## src/rtl/lcd_pkg.sv

```systemverilog
// Shared types and constants for the HD44780 write-bus driver.
// Holds the FSM state encoding, common command bytes and the long-execution test.
// Ports: none (package).
package lcd_pkg;

    typedef enum logic [2:0] {
        ST_IDLE       = 3'd0,
        ST_SETUP      = 3'd1,
        ST_PULSE      = 3'd2,
        ST_HOLD       = 3'd3,
        ST_EXEC       = 3'd4,
        ST_POLL_SETUP = 3'd5,
        ST_POLL_PULSE = 3'd6
    } lcd_state_t;

    localparam logic [7:0] CMD_CLEAR    = 8'h01;
    localparam logic [7:0] CMD_HOME     = 8'h02;
    localparam logic [7:0] CMD_FUNC_SET = 8'h38;
    localparam logic [7:0] CMD_DISP_ON  = 8'h0C;
    localparam logic [7:0] CMD_ENTRY    = 8'h06;
    localparam logic [7:0] CMD_DDRAM_L1 = 8'h80;
    localparam logic [7:0] CMD_DDRAM_L2 = 8'hC0;

    // Clear (0x01) and return-home (0x02/0x03) need the long execution wait.
    function automatic logic is_long_cmd(input logic rs, input logic [7:0] data);
        return (!rs) && (data[7:2] == 6'd0) && (data != 8'h00);
    endfunction

endpackage

```

## src/rtl/lcd_delay_cnt.sv

```systemverilog
// Saturating down-counter shared by all timed driver states.
// Latency: load takes effect next cycle; done is high while the count is zero.
// Backpressure: none; load has priority over decrement, count never wraps below zero.
// Ports: clk, rst (sync, active-high), load/load_val, en, done.
module lcd_delay_cnt #(
    parameter int CNT_W = 17
) (
    input  logic             clk,
    input  logic             rst,
    input  logic             load,
    input  logic [CNT_W-1:0] load_val,
    input  logic             en,
    output logic             done
);

    logic [CNT_W-1:0] cnt;

    always_ff @(posedge clk) begin
        if (rst) begin
            cnt <= '0;
        end else if (load) begin
            cnt <= load_val;
        end else if (en && (cnt != '0)) begin
            cnt <= cnt - 1'b1;
        end
    end

    // A state lasting N cycles is loaded with N-1 and leaves on the cycle count hits zero.
    assign done = (cnt == '0);

endmodule

```

## src/rtl/lcd_bus_driver.sv

```systemverilog
// Converts one accepted command/data byte into a timed HD44780 write cycle.
// Latency: accept to E rise = T_SETUP+1 cycles; accept to next ready = 1+T_SETUP+T_PULSE+T_HOLD+W.
// Backpressure: req_ready low for the whole transfer; req_valid while busy is ignored.
// Ports: clk, rst (sync, active-high); req_valid/req_ready/req_rs/req_data request side;
//        busy (= ~req_ready); LCD_E, LCD_RS, LCD_RW, LCD_DATA bus outputs, all registered.
// Optional: LCD_BF_POLL_EN adds lcd_bf and replaces the fixed EXEC wait by busy-flag polling.
module lcd_bus_driver
    import lcd_pkg::*;
#(
    parameter int T_SETUP     = 3,
    parameter int T_PULSE     = 12,
    parameter int T_HOLD      = 2,
    parameter int T_EXEC      = 2000,
    parameter int T_EXEC_LONG = 76000,
    parameter int CNT_W       = 17
) (
    input  logic       clk,
    input  logic       rst,
    input  logic       req_valid,
    output logic       req_ready,
    input  logic       req_rs,
    input  logic [7:0] req_data,
    output logic       busy,
    output logic       LCD_E,
    output logic       LCD_RS,
    output logic       LCD_RW,
    output logic [7:0] LCD_DATA
`ifdef LCD_BF_POLL_EN
    ,
    input  logic       lcd_bf
`endif
);

    localparam logic [CNT_W-1:0] LD_SETUP = CNT_W'(T_SETUP - 1);
    localparam logic [CNT_W-1:0] LD_PULSE = CNT_W'(T_PULSE - 1);
    localparam logic [CNT_W-1:0] LD_HOLD  = CNT_W'(T_HOLD - 1);
    localparam logic [CNT_W-1:0] LD_EXEC  = CNT_W'(T_EXEC - 1);
    localparam logic [CNT_W-1:0] LD_LONG  = CNT_W'(T_EXEC_LONG - 1);

    lcd_state_t       state, state_nxt;
    lcd_state_t       after_setup, after_pulse, after_hold, first_state;
    logic             accept;
    logic             rs_sel;
    logic [7:0]       data_sel;
    logic             long_sel;
    logic             advance;
    logic             dly_load;
    logic [CNT_W-1:0] dly_val;
    logic             dly_done;

    assign accept = (state == ST_IDLE) && req_valid && req_ready;

    // While idle the byte being offered decides the wait; afterwards the captured byte does.
    assign rs_sel   = (state == ST_IDLE) ? req_rs   : LCD_RS;
    assign data_sel = (state == ST_IDLE) ? req_data : LCD_DATA;
    assign long_sel = is_long_cmd(rs_sel, data_sel);

    // Successor chains resolve zero-length phases so no cycle is wasted on them.
`ifdef LCD_BF_POLL_EN
    localparam logic [CNT_W-1:0] LD_POLL_PULSE = CNT_W'((T_PULSE > 0) ? T_PULSE - 1 : 0);

    logic in_poll, in_poll_nxt, poll_start, tmo_done, lcd_rw_q;

    assign after_hold  = (T_SETUP != 0) ? ST_POLL_SETUP : ST_POLL_PULSE;
    assign in_poll     = (state == ST_POLL_SETUP) || (state == ST_POLL_PULSE);
    assign in_poll_nxt = (state_nxt == ST_POLL_SETUP) || (state_nxt == ST_POLL_PULSE);
    assign poll_start  = in_poll_nxt && !in_poll;

    // Overall polling timeout, independent of the per-phase timer.
    lcd_delay_cnt #(.CNT_W(CNT_W)) u_tmo_cnt (
        .clk      (clk),
        .rst      (rst),
        .load     (poll_start),
        .load_val (LD_LONG),
        .en       (in_poll),
        .done     (tmo_done)
    );
`else
    logic exec_nonzero;

    assign exec_nonzero = long_sel ? (T_EXEC_LONG != 0) : (T_EXEC != 0);
    assign after_hold   = exec_nonzero ? ST_EXEC : ST_IDLE;
`endif
    assign after_pulse = (T_HOLD  != 0) ? ST_HOLD  : after_hold;
    assign after_setup = (T_PULSE != 0) ? ST_PULSE : after_pulse;
    assign first_state = (T_SETUP != 0) ? ST_SETUP : after_setup;

    always_comb begin
        state_nxt = state;
        advance   = 1'b0;
        case (state)
            ST_IDLE: begin
                if (accept) begin
                    state_nxt = first_state;
                    advance   = 1'b1;
                end
            end
            ST_SETUP: begin
                if (dly_done) begin
                    state_nxt = after_setup;
                    advance   = 1'b1;
                end
            end
            ST_PULSE: begin
                if (dly_done) begin
                    state_nxt = after_pulse;
                    advance   = 1'b1;
                end
            end
            ST_HOLD: begin
                if (dly_done) begin
                    state_nxt = after_hold;
                    advance   = 1'b1;
                end
            end
            ST_EXEC: begin
                if (dly_done) begin
                    state_nxt = ST_IDLE;
                end
            end
`ifdef LCD_BF_POLL_EN
            ST_POLL_SETUP: begin
                if (tmo_done) begin
                    state_nxt = ST_IDLE;
                end else if (dly_done) begin
                    state_nxt = ST_POLL_PULSE;
                    advance   = 1'b1;
                end
            end
            ST_POLL_PULSE: begin
                if (tmo_done) begin
                    state_nxt = ST_IDLE;
                end else if (dly_done) begin
                    // Busy flag is sampled on the last cycle of the read strobe.
                    state_nxt = lcd_bf ? ((T_SETUP != 0) ? ST_POLL_SETUP : ST_POLL_PULSE)
                                       : ST_IDLE;
                    advance   = lcd_bf;
                end
            end
`endif
            default: begin
                state_nxt = ST_IDLE;
            end
        endcase
    end

    // Every phase entry (including a poll restarting itself) reloads the phase timer.
    always_comb begin
        dly_load = advance;
        dly_val  = '0;
        case (state_nxt)
            ST_SETUP:      dly_val = LD_SETUP;
            ST_PULSE:      dly_val = LD_PULSE;
            ST_HOLD:       dly_val = LD_HOLD;
            ST_EXEC:       dly_val = long_sel ? LD_LONG : LD_EXEC;
`ifdef LCD_BF_POLL_EN
            ST_POLL_SETUP: dly_val = LD_SETUP;
            ST_POLL_PULSE: dly_val = LD_POLL_PULSE;
`endif
            default:       dly_val = '0;
        endcase
    end

    lcd_delay_cnt #(.CNT_W(CNT_W)) u_dly_cnt (
        .clk      (clk),
        .rst      (rst),
        .load     (dly_load),
        .load_val (dly_val),
        .en       (state != ST_IDLE),
        .done     (dly_done)
    );

    // Outputs are registered from the next state so they line up with the state register.
    always_ff @(posedge clk) begin
        if (rst) begin
            state     <= ST_IDLE;
            req_ready <= 1'b0;
            LCD_E     <= 1'b0;
            LCD_RS    <= 1'b0;
            LCD_DATA  <= 8'h00;
        end else begin
            state     <= state_nxt;
            req_ready <= (state_nxt == ST_IDLE);
            LCD_E     <= (state_nxt == ST_PULSE) || (state_nxt == ST_POLL_PULSE);
            if (accept) begin
                LCD_RS   <= req_rs;
                LCD_DATA <= req_data;
            end
`ifdef LCD_BF_POLL_EN
            else if (poll_start) begin
                LCD_RS <= 1'b0;
            end
`endif
        end
    end

`ifdef LCD_BF_POLL_EN
    always_ff @(posedge clk) begin
        if (rst) begin
            lcd_rw_q <= 1'b0;
        end else if (accept) begin
            lcd_rw_q <= 1'b0;
        end else if (poll_start) begin
            lcd_rw_q <= 1'b1;
        end
    end

    assign LCD_RW = lcd_rw_q;
`else
    assign LCD_RW = 1'b0;
`endif

    assign busy = ~req_ready;

endmodule

```

## config.mk

```make
export PLATFORM = sky130hd
export DESIGN_NAME = lcd_bus_driver
export DESIGN_NICKNAME = d
export VERILOG_FILES = /design/src/rtl/lcd_pkg.sv /design/src/rtl/lcd_delay_cnt.sv /design/src/rtl/lcd_bus_driver.sv
export SDC_FILE = /design/constraint.sdc
export NUM_CORES = 1
export LEC_CHECK = 0
export CORE_UTILIZATION = 48
export DETAILED_ROUTE_END_ITERATION = 7
export PLACE_DENSITY = 0.74
export SYNTH_ARGS = -nofsm -noshare
export SYNTH_HDL_FRONTEND = slang
export SYNTH_SLANG_ARGS = --single-unit
export TNS_END_PERCENT = 10
```

## constraint.sdc

```tcl
create_clock -name clk -period 2 [get_ports clk]
set_input_delay 0.2 -clock clk [delete_from_list [all_inputs] [get_ports clk]]
set_output_delay 0.2 -clock clk [all_outputs]
set_load 0.02 [all_outputs]
```

==> impl_metrics.json, run 1 <==
{
  "skew_ps": 17.1,
  "synth_nets": 222,
  "share_comb_of_total_power": 0.655,
  "m1WireLength_um": 2050,
  "root_buffer": "clkbuf_4",
  "core_um2": 3390,
  "hold_ws_ps": 431,
  "cp_top_family": "compound AO/OA/AOI/OAI gates",
  "setup_violations": 0,
  "grt_pass1_wl_um": 7040,
  "area_delta_synth_final_pct": 30.3,
  "maxSlewViolCount": 0,
  "finalCritPeriodShare": 0.967,
  "wl_met2_um": 2140,
  "fp.dieH_um": 62,
  "grt.total_usage": 0.257,
  "syn_inst": 208,
  "drive_gt1_frac": 0.206,
  "synth-edff-count": 0,
  "overflow": 0,
  "crit_buf_inv": 2,
  "ant_nets": 0,
  "hold_viol_final": 0,
  "leakagePower_nw": 0.851,
  "hp-class": "in2reg",
  "crit_type": "reg2reg",
  "met3_length_um": 345,
  "synth_area_um2": 1730,
  "synth.area.top_cells": "dfxtp_1 36%, nand2_1 6.5%, a21oi_1 6.1%",
  "rows": 21,
  "startpoint_type": "flop",
  "port_buffers": 23,
  "clkTransAtPathRegs_ps": 110,
  "grt_max_degree": 15,
  "clkLatencyLatePin_ps": 340,
  "clock.fmax_ghz": 0.517,
  "p_clk_frac": 0.099,
  "drt_iter0_drc": 116,
  "synth.most_common_cell": "dfxtp_1",
  "clockBufferDepth": 2,
  "endpoint_kind": "flop",
  "htree_levels": 2,
  "vias": 1754,
  "routedWlPerCell_um": 15.2,
  "yosys-top-cells-count": "31 x dfxtp_1, 30 x nand2_1, 21 x a21oi_1, 11 x nor2_1",
  "irDropWorstVdd_mv": 0.704,
  "crit_arrival_ps": 2220,
  "hpwl_um": 3480,
  "async_flop_share": 0,
  "fin_area_um2": 2250,
  "synth_top_area_cell": "dfxtp_1",
  "ys.flop_type": "dfxtp_1",
  "antenna_found_initial": 0,
  "yosys_warnings": 0,
  "initial_core_util": 0.510,
  "power_frac_seq": 0.246,
  "critical_path_cell_count": 8,
  "crit_slowest_cell": "dfxtp_1",
  "status": "finished, final reports clean",
  "hold_depth": 3,
  "yosys.area.top_type_share": 0.359,
  "cap_violations": 0,
  "switching_share": 0.449,
  "cts_buffers": 5,
  "worst-r2r-cell-count": 8,
  "p_sw_mw": 1.73,
  "cts_hold_buf": 0,
  "wl_um": 4610,
  "ys_ff_latch": 31,
  "die-area_um2": 3840,
  "grt_pass1_vias": 1543,
  "die_w_um": 62,
  "period_needed_ps": 1930,
  "synth.distinct_cells": 54,
  "crit_required_ps": 2280,
  "total_power_mw": 3.86,
  "cp_max_fo": 8,
  "cts_tree": "done",
  "place_area_um2": 2170,
  "gp_congestion": 0.916,
  "rsz0062_at_grt": "true",
  "syn_avg_cell_area_um2": 8.31,
  "first_pass_iters": 4,
  "intPower_mw": 2.13,
  "routed.top_layer": "met4",
  "route.detailed.drc": 0,
  "nets": 271,
  "powerDensity_nw_per_um2": 1720,
  "crit_chain": "inv_1, ha_1, nor4b_2, and4_1, buf_4, a21o_2, o41ai_1, a32o_1",
  "io_pins": 25,
  "cpPeakStageDelay_ps": 340,
  "cts.sinks": 31,
  "routed_via_density": 5.79,
  "diodes": 0,
  "ys_seq_area_frac": 0.359
}
[state kept, by name, summed over array words and instances, names as in the netlist]
signal	flops
LCD_RS	1
LCD_E	1
LCD_DATA	8
req_ready	1
u_dly_cnt.cnt	17
state	3
[routing by layer]
metal / global-route usage / vias up
li1: - / 871
met1: 0.339 / 803
met2: 0.383 / 73
met3: 0.0663 / 7
met4: 0.133 / 0
met5: 0 / -
[final cells by class]
| class | count | area [µm²] |
|---|---|---|
| Timing Repair Buffer | 54 | 463 |
| Inverter | 5 | 18.8 |
| Clock buffer | 6 | 51.3 |
| Tap cell | 46 | 57.6 |
| Multi-Input combinational cell | 160 | 1030 |
| Fill cell | 282 | 1140 |
| Sequential cell | 31 | 621 |
| Clock inverter | 1 | 5.00 |
[cells by family (layout without fill, tap and decap cells)]
| family | after synthesis | after routing | synth area share |
|---|---|---|---|
| and+or+nand+nor | 85 | 85 | 0.274 |
| DFF | 31 | 31 | 0.359 |
| buffers and inverters | 17 | 66 | 0.0558 |
| AOI/OAI and AO/OA | 64 | 64 | 0.253 |
| other | 1 | 1 | 0.00217 |
| adders and majority gates | 2 | 2 | 0.0145 |
| xor gates and xnor gates | 8 | 8 | 0.0406 |
[worst register-to-register path, stage by stage, from the launching register on]
cell and delay, ps:
dfxtp_1 340, inv_1 50, ha_1 190, nor4b_2 160, and4_1 220, buf_4 180, a21o_2 240, o41ai_1 320
a32o_1 170
[power groups by stage]
stage | combinational [mW] | sequential (mW) | clock [mW]
detailed placement | 2.43 | 0.958 | 0
global route | 2.73 | 0.968 | 0.424
floorplan | 1.65 | 0.976 | 0
global placement | 2.42 | 0.953 | 0
finish | 2.53 | 0.948 | 0.384
CTS | 2.46 | 0.943 | 0.392
[layout by cell type (no fill, tap or decap), drive strengths merged, types with 4 or more instances in the layout]
cell and instances:
nand2 32, dfxtp 31, buf 31, clkdlybuf4s50 23, a21oi 22, nor2 12, o21ai 10, nor3 9
nand3 7, nor4 7, clkbuf 6, inv 5, xnor2 5, a211oi 5, nand4 4, a21o 4
[path summary, 6_finish.rpt]
| path | startpoint | endpoint | slack (ps) |
|---|---|---|---|
| max reg2reg | u_dly_cnt.cnt[0] | u_dly_cnt.cnt[9] | 70 |
| min reg2reg | LCD_DATA[6] | LCD_DATA[6] | 480 |
| max | u_dly_cnt.cnt[0] | u_dly_cnt.cnt[9] | 70 |
| min | req_data[2] | LCD_DATA[2] | 430 |
[per-stage QoR]
step                      worst slack (ps)  utilization  std cells  setup TNS, ps
after global routing                 -12.0        0.664        303          -16.2
after CTS                             54.5        0.658        303              0
after floorplan                        120            -        208              0
after global placement                11.8        0.640        296              0
final                                 65.7        0.664        303              0
after detailed placement             -54.6        0.640        296          -67.4
[timing repair]
item | in CTS | in global routing
setup buffers | 0 | 0
pin swaps | 0 | 0
endpoints found under the setup margin | 2 | 14
gates resized for setup | 1 | 4
gates cloned | 0 | 0
Note: power is estimated with default switching activity, not from simulation.
==> run 2: changes to the inputs <==
--- a/config.mk
+++ b/config.mk
@@ -5,9 +5,10 @@
 export SDC_FILE = /design/constraint.sdc
 export NUM_CORES = 1
 export LEC_CHECK = 0
-export CORE_UTILIZATION = 48
+export CORE_UTILIZATION = 55
+export CTS_CLUSTER_SIZE = 25
 export DETAILED_ROUTE_END_ITERATION = 7
-export PLACE_DENSITY = 0.74
+export PLACE_DENSITY = 0.8
 export SYNTH_ARGS = -nofsm -noshare
 export SYNTH_HDL_FRONTEND = slang
 export SYNTH_SLANG_ARGS = --single-unit
==> constraint.sdc (replaced) <==
create_clock -name clk -period 2.5 [get_ports clk]
set_input_delay 0.25 -clock clk [delete_from_list [all_inputs] [get_ports clk]]
set_output_delay 0.25 -clock clk [all_outputs]
set_load 0.02 [all_outputs]
==> run 2 against run 1 <==
Effect of this change: the run now ends with DRC left; largest cell class unchanged; first-iteration DRC count rose by 25%; count of clock-buffer cells in the layout did not move; via count rose by 2.4%.
==> impl_metrics.json, run 2 (synthesis gave the netlist of run 1 again) <==
{
  "status": "finished with violations",
  "violations": "DRC",
  "root_buffer": "clkbuf_4",
  "crit_required_ps": 2750,
  "antenna_found_initial": 0,
  "cts_hold_buf": 0,
  "rows": 19,
  "clkTransAtPathRegs_ps": 90,
  "core_um2": 2880,
  "first_pass_iters": 7,
  "route.detailed.drc": 1,
  "clkLatencyLatePin_ps": 340,
  "grt-busiest-layer": "met2",
  "diodes": 0,
  "die-area_um2": 3370,
  "initial_core_util": 0.601,
  "cp_max_fo": 8,
  "startpoint_type": "flop",
  "drt_iter0_drc": 145,
  "hpwl_um": 3430,
  "cap_violations": 0,
  "irDropWorstVdd_mv": 0.683,
  "overflow": 0,
  "skew_ps": 5.77,
  "hp-class": "in2reg",
  "largest_register_ffs": 17,
  "fin_ws_ps": 244,
  "top_register": "u_dly_cnt.cnt",
  "period_needed_ps": 2260,
  "grt.total_usage": 0.314,
  "nets": 251,
  "total_power_mw": 2.93,
  "rsz0062_at_grt": "false",
  "worst_slew_pin_slew_ps": 552,
  "grtUsageMet1": 0.391,
  "use_met3": 0.100,
  "final_common_cell": "dfxtp_1",
  "grt_max_degree": 16,
  "vias": 1796,
  "maxSlewViolCount": 0,
  "hold_viol_final": 0,
  "powerDensity_nw_per_um2": 1400,
  "layout_common_cells": "31 x dfxtp_1, 30 x nand2_1, 23 x clkdlybuf4s50_1",
  "endpoint_kind": "flop",
  "gr-usage-met2": 0.511,
  "cts.sinks": 31,
  "finalCritPeriodShare": 0.902,
  "io_pins": 25,
  "area_delta_synth_final_pct": 20.8,
  "fill_cells": 229,
  "routedWlPerCell_um": 17.4,
  "setup_violations": 0,
  "relSlewSlack": 0.632,
  "clockBufferDepth": 2,
  "place_area_um2": 2020,
  "fin_area_um2": 2090,
  "crit_type": "reg2reg",
  "grt_pass1_wl_um": 7920,
  "dpl_worst_slack_ps": 342,
  "cts_buffers": 5,
  "crit_arrival_ps": 2510,
  "cts_tree": "done",
  "reg.largest.list": "u_dly_cnt.cnt: 17 flops, LCD_DATA: 8 flops, state: 3 flops",
  "hold_ws_ps": 480,
  "htree_levels": 2,
  "port_buffers": 23,
  "routed_via_density": 6.44,
  "postCtsSetupRepairBufs": 0,
  "tns_ps": 0,
  "leakagePower_nw": 0.751,
  "clock.fmax_ghz": 0.443,
  "wl_um": 4860,
  "gp_congestion": 0.975,
  "grt_pass1_vias": 1648,
  "die_w_um": 58.1,
  "ant_nets": 0,
  "fp.dieH_um": 58.1,
  "ctsResizeCount": 0,
  "drive_gt1_frac": 0.122
}
## run 2: power breakdown
part	internal [mW]	switching (mW)
registers	0.620	0.190
logic	0.736	1.00
clock network	0.206	0.174
total	1.56	1.37
## run 2: layer usage
metal | vias up | part of all wire
met3 | 26 | 0.096
met2 | 110 | 0.47
met1 | 829 | 0.40
met4 | 0 | 0.033
li1 | 831 | -
met5 | - | 0
## run 2: critical path: stages (launching register included)
cell and delay [ps]:
dfxtp_1 350, inv_1 140, ha_1 160, nor4b_1 350, and4_1 420, buf_4 200, nand2_2 60, or2_1 240
a211oi_1 230
## run 2: cell type report
cell class | instances | area [µm²] | area share
Tap cell | 42 | 52.6 | 0.0252
Inverter | 5 | 18.8 | 0.00899
Timing Repair Buffer | 34 | 313 | 0.150
Sequential cell | 31 | 621 | 0.297
Clock buffer | 6 | 41.3 | 0.0198
Multi-Input combinational cell | 160 | 1010 | 0.484
Clock inverter | 1 | 30.0 | 0.0144
## run 2: per-stage QoR
step	cells	util
2_1_floorplan	208	-
3_3_place_gp	272	0.701
3_5_place_dp	272	0.701
4_1_cts	279	0.726
5_1_grt	279	0.726
6_report	279	0.726
## run 2: final timing paths
check                    from          end  slack (ps)  cells past startpoint
min               req_data[6]  LCD_DATA[6]         480                      3
min reg2reg       LCD_DATA[5]  LCD_DATA[5]         480                      2
max reg2reg  u_dly_cnt.cnt[0]     state[1]         240                      8
max          u_dly_cnt.cnt[0]     state[1]         240                      8
==> run 3: changes to the inputs <==
--- a/config.mk
+++ b/config.mk
@@ -5,10 +5,10 @@
 export SDC_FILE = /design/constraint.sdc
 export NUM_CORES = 1
 export LEC_CHECK = 0
-export CORE_UTILIZATION = 55
+export CORE_UTILIZATION = 45
 export CTS_CLUSTER_SIZE = 25
 export DETAILED_ROUTE_END_ITERATION = 7
-export PLACE_DENSITY = 0.8
+export PLACE_DENSITY = 0.67
 export SYNTH_ARGS = -nofsm -noshare
 export SYNTH_HDL_FRONTEND = slang
 export SYNTH_SLANG_ARGS = --single-unit
==> run 3 against run 2 <==
Effect of this change: the flow now finishes without violations; sequential power is 1% lower; critical path depth stayed put; count of clock-buffer cells in the layout unchanged; global-route usage shrank 5.8 points; largest cell class unchanged.
==> impl_metrics.json, run 3 (synthesis gave the netlist of run 1 again) <==
{
  "routedWlPerCell_um": 16.7,
  "ctsResizeCount": 0,
  "routed_via_density": 6.06,
  "layout_common_cells": "31 x dfxtp_1, 30 x nand2_1, 23 x clkdlybuf4s50_1",
  "area_delta_synth_final_pct": 23.0,
  "endpoint_kind": "flop",
  "port_buffers": 23,
  "maxSlewViolCount": 0,
  "share_comb_of_total_power": 0.576,
  "cts_hold_buf": 0,
  "status": "finished, final reports clean",
  "htree_levels": 2,
  "route.detailed.drc": 0,
  "skew_ps": 6.15,
  "period_needed_ps": 2270,
  "die_w_um": 64.0,
  "clkTransAtPathRegs_ps": 60,
  "gp_congestion": 0.919,
  "rows": 22,
  "relSlewSlack": 0.638,
  "crit_required_ps": 2720,
  "diodes": 0,
  "hp-class": "reg2reg",
  "hold_viol_final": 0,
  "seqCellArea_um2": 621,
  "power_frac_seq": 0.267,
  "grt_pass1_wl_um": 7910,
  "die-area_um2": 4090,
  "cts_buffers": 5,
  "cp_max_fo": 12,
  "clockBufferDepth": 2,
  "total_power_mw": 3.00,
  "overflow": 0,
  "hold_ws_ps": 474,
  "irDropWorstVdd_mv": 0.564,
  "cts_tree": "done",
  "grt_pass1_vias": 1642,
  "hpwl_um": 3510,
  "cts.sinks": 31,
  "tns_ps": 0,
  "multi_input_area_um2": 1010,
  "drive_gt1_frac": 0.122,
  "p_clk_frac": 0.157,
  "worst_slew_pin_slew_ps": 537,
  "clkLatencyLatePin_ps": 280,
  "grt.total_usage": 0.256,
  "switching_share": 0.452,
  "largest_register_ffs": 17,
  "clock.fmax_ghz": 0.440,
  "ant_nets": 0,
  "top_register": "u_dly_cnt.cnt",
  "intPower_mw": 1.65,
  "nets": 251,
  "grt_max_degree": 19,
  "setup_violations": 0,
  "rsz0062_at_grt": "false",
  "leakagePower_nw": 0.764,
  "vias": 1728,
  "crit_type": "reg2reg",
  "startpoint_type": "flop",
  "fill_cells": 330,
  "first_pass_iters": 4,
  "finalCritPeriodShare": 0.909,
  "reg.largest.list": "u_dly_cnt.cnt: 17 flops, LCD_DATA: 8 flops, state: 3 flops",
  "antenna_found_initial": 0,
  "core_um2": 3660,
  "cap_violations": 0,
  "powerDensity_nw_per_um2": 1410,
  "root_buffer": "clkbuf_8",
  "postCtsSetupRepairBufs": 0,
  "final_common_cell": "dfxtp_1",
  "fp.dieH_um": 64.0,
  "initial_core_util": 0.472,
  "p_sw_mw": 1.36,
  "wl_um": 4760,
  "io_pins": 25,
  "drt_iter0_drc": 173,
  "crit_arrival_ps": 2500
}
-- run 3: metrics by stage --
stage	cell area, µm²	utilization	cells	worst slack, ps
final	2130	0.581	285	227
after global routing	2130	0.581	285	96.7
after CTS	2130	0.581	285	253
after detailed placement	2020	0.553	278	277
after global placement	2020	0.553	278	352
after floorplan	1730	-	208	620
-- run 3: metal layers --
layer  up-vias  global-route usage  part of all wire
li1        828                   -                 -
met4         0               0.111             0.023
met2        62               0.420              0.47
met1       827               0.322              0.45
met3        11              0.0536             0.058
met5         -                   0                 0
-- run 3: final timing paths --
check                                       from           endpoint  slack, ps  cells after the start
worst max-delay path            u_dly_cnt.cnt[0]  u_dly_cnt.cnt[10]        230                      8
worst min-delay path                 LCD_DATA[2]        LCD_DATA[2]        470                      2
worst max register to register  u_dly_cnt.cnt[0]  u_dly_cnt.cnt[10]        230                      8
worst min register to register       LCD_DATA[2]        LCD_DATA[2]        470                      2
-- run 3: area by class of cell --
class / instances / area share
flip-flops and latches: 31 / 0.292
clock buffers: 6 / 0.0341
well taps: 48 / 0.0283
repair buffers: 34 / 0.147
clock inverters: 1 / 0.0141
inverters: 5 / 0.00883
multi-input cells: 160 / 0.476
-- run 3: power by group through the flow --
| stage | Clock [mW] | Combinational [mW] | Sequential [mW] |
|---|---|---|---|
| floorplan | 0 | 1.32 | 0.781 |
| global placement | 0 | 1.68 | 0.797 |
| detailed placement | 0 | 1.69 | 0.803 |
| CTS | 0.477 | 1.71 | 0.795 |
| global route | 0.504 | 1.86 | 0.826 |
| finish | 0.472 | 1.73 | 0.801 |
-- run 3: critical path: stages, from the launching register on --
cell and delay, ps:
dfxtp_1 330, inv_1 150, ha_1 170, nor4b_1 280, and4_1 570, buf_4 230
nand4_1 180, o21ai_0 150, a22o_1 140
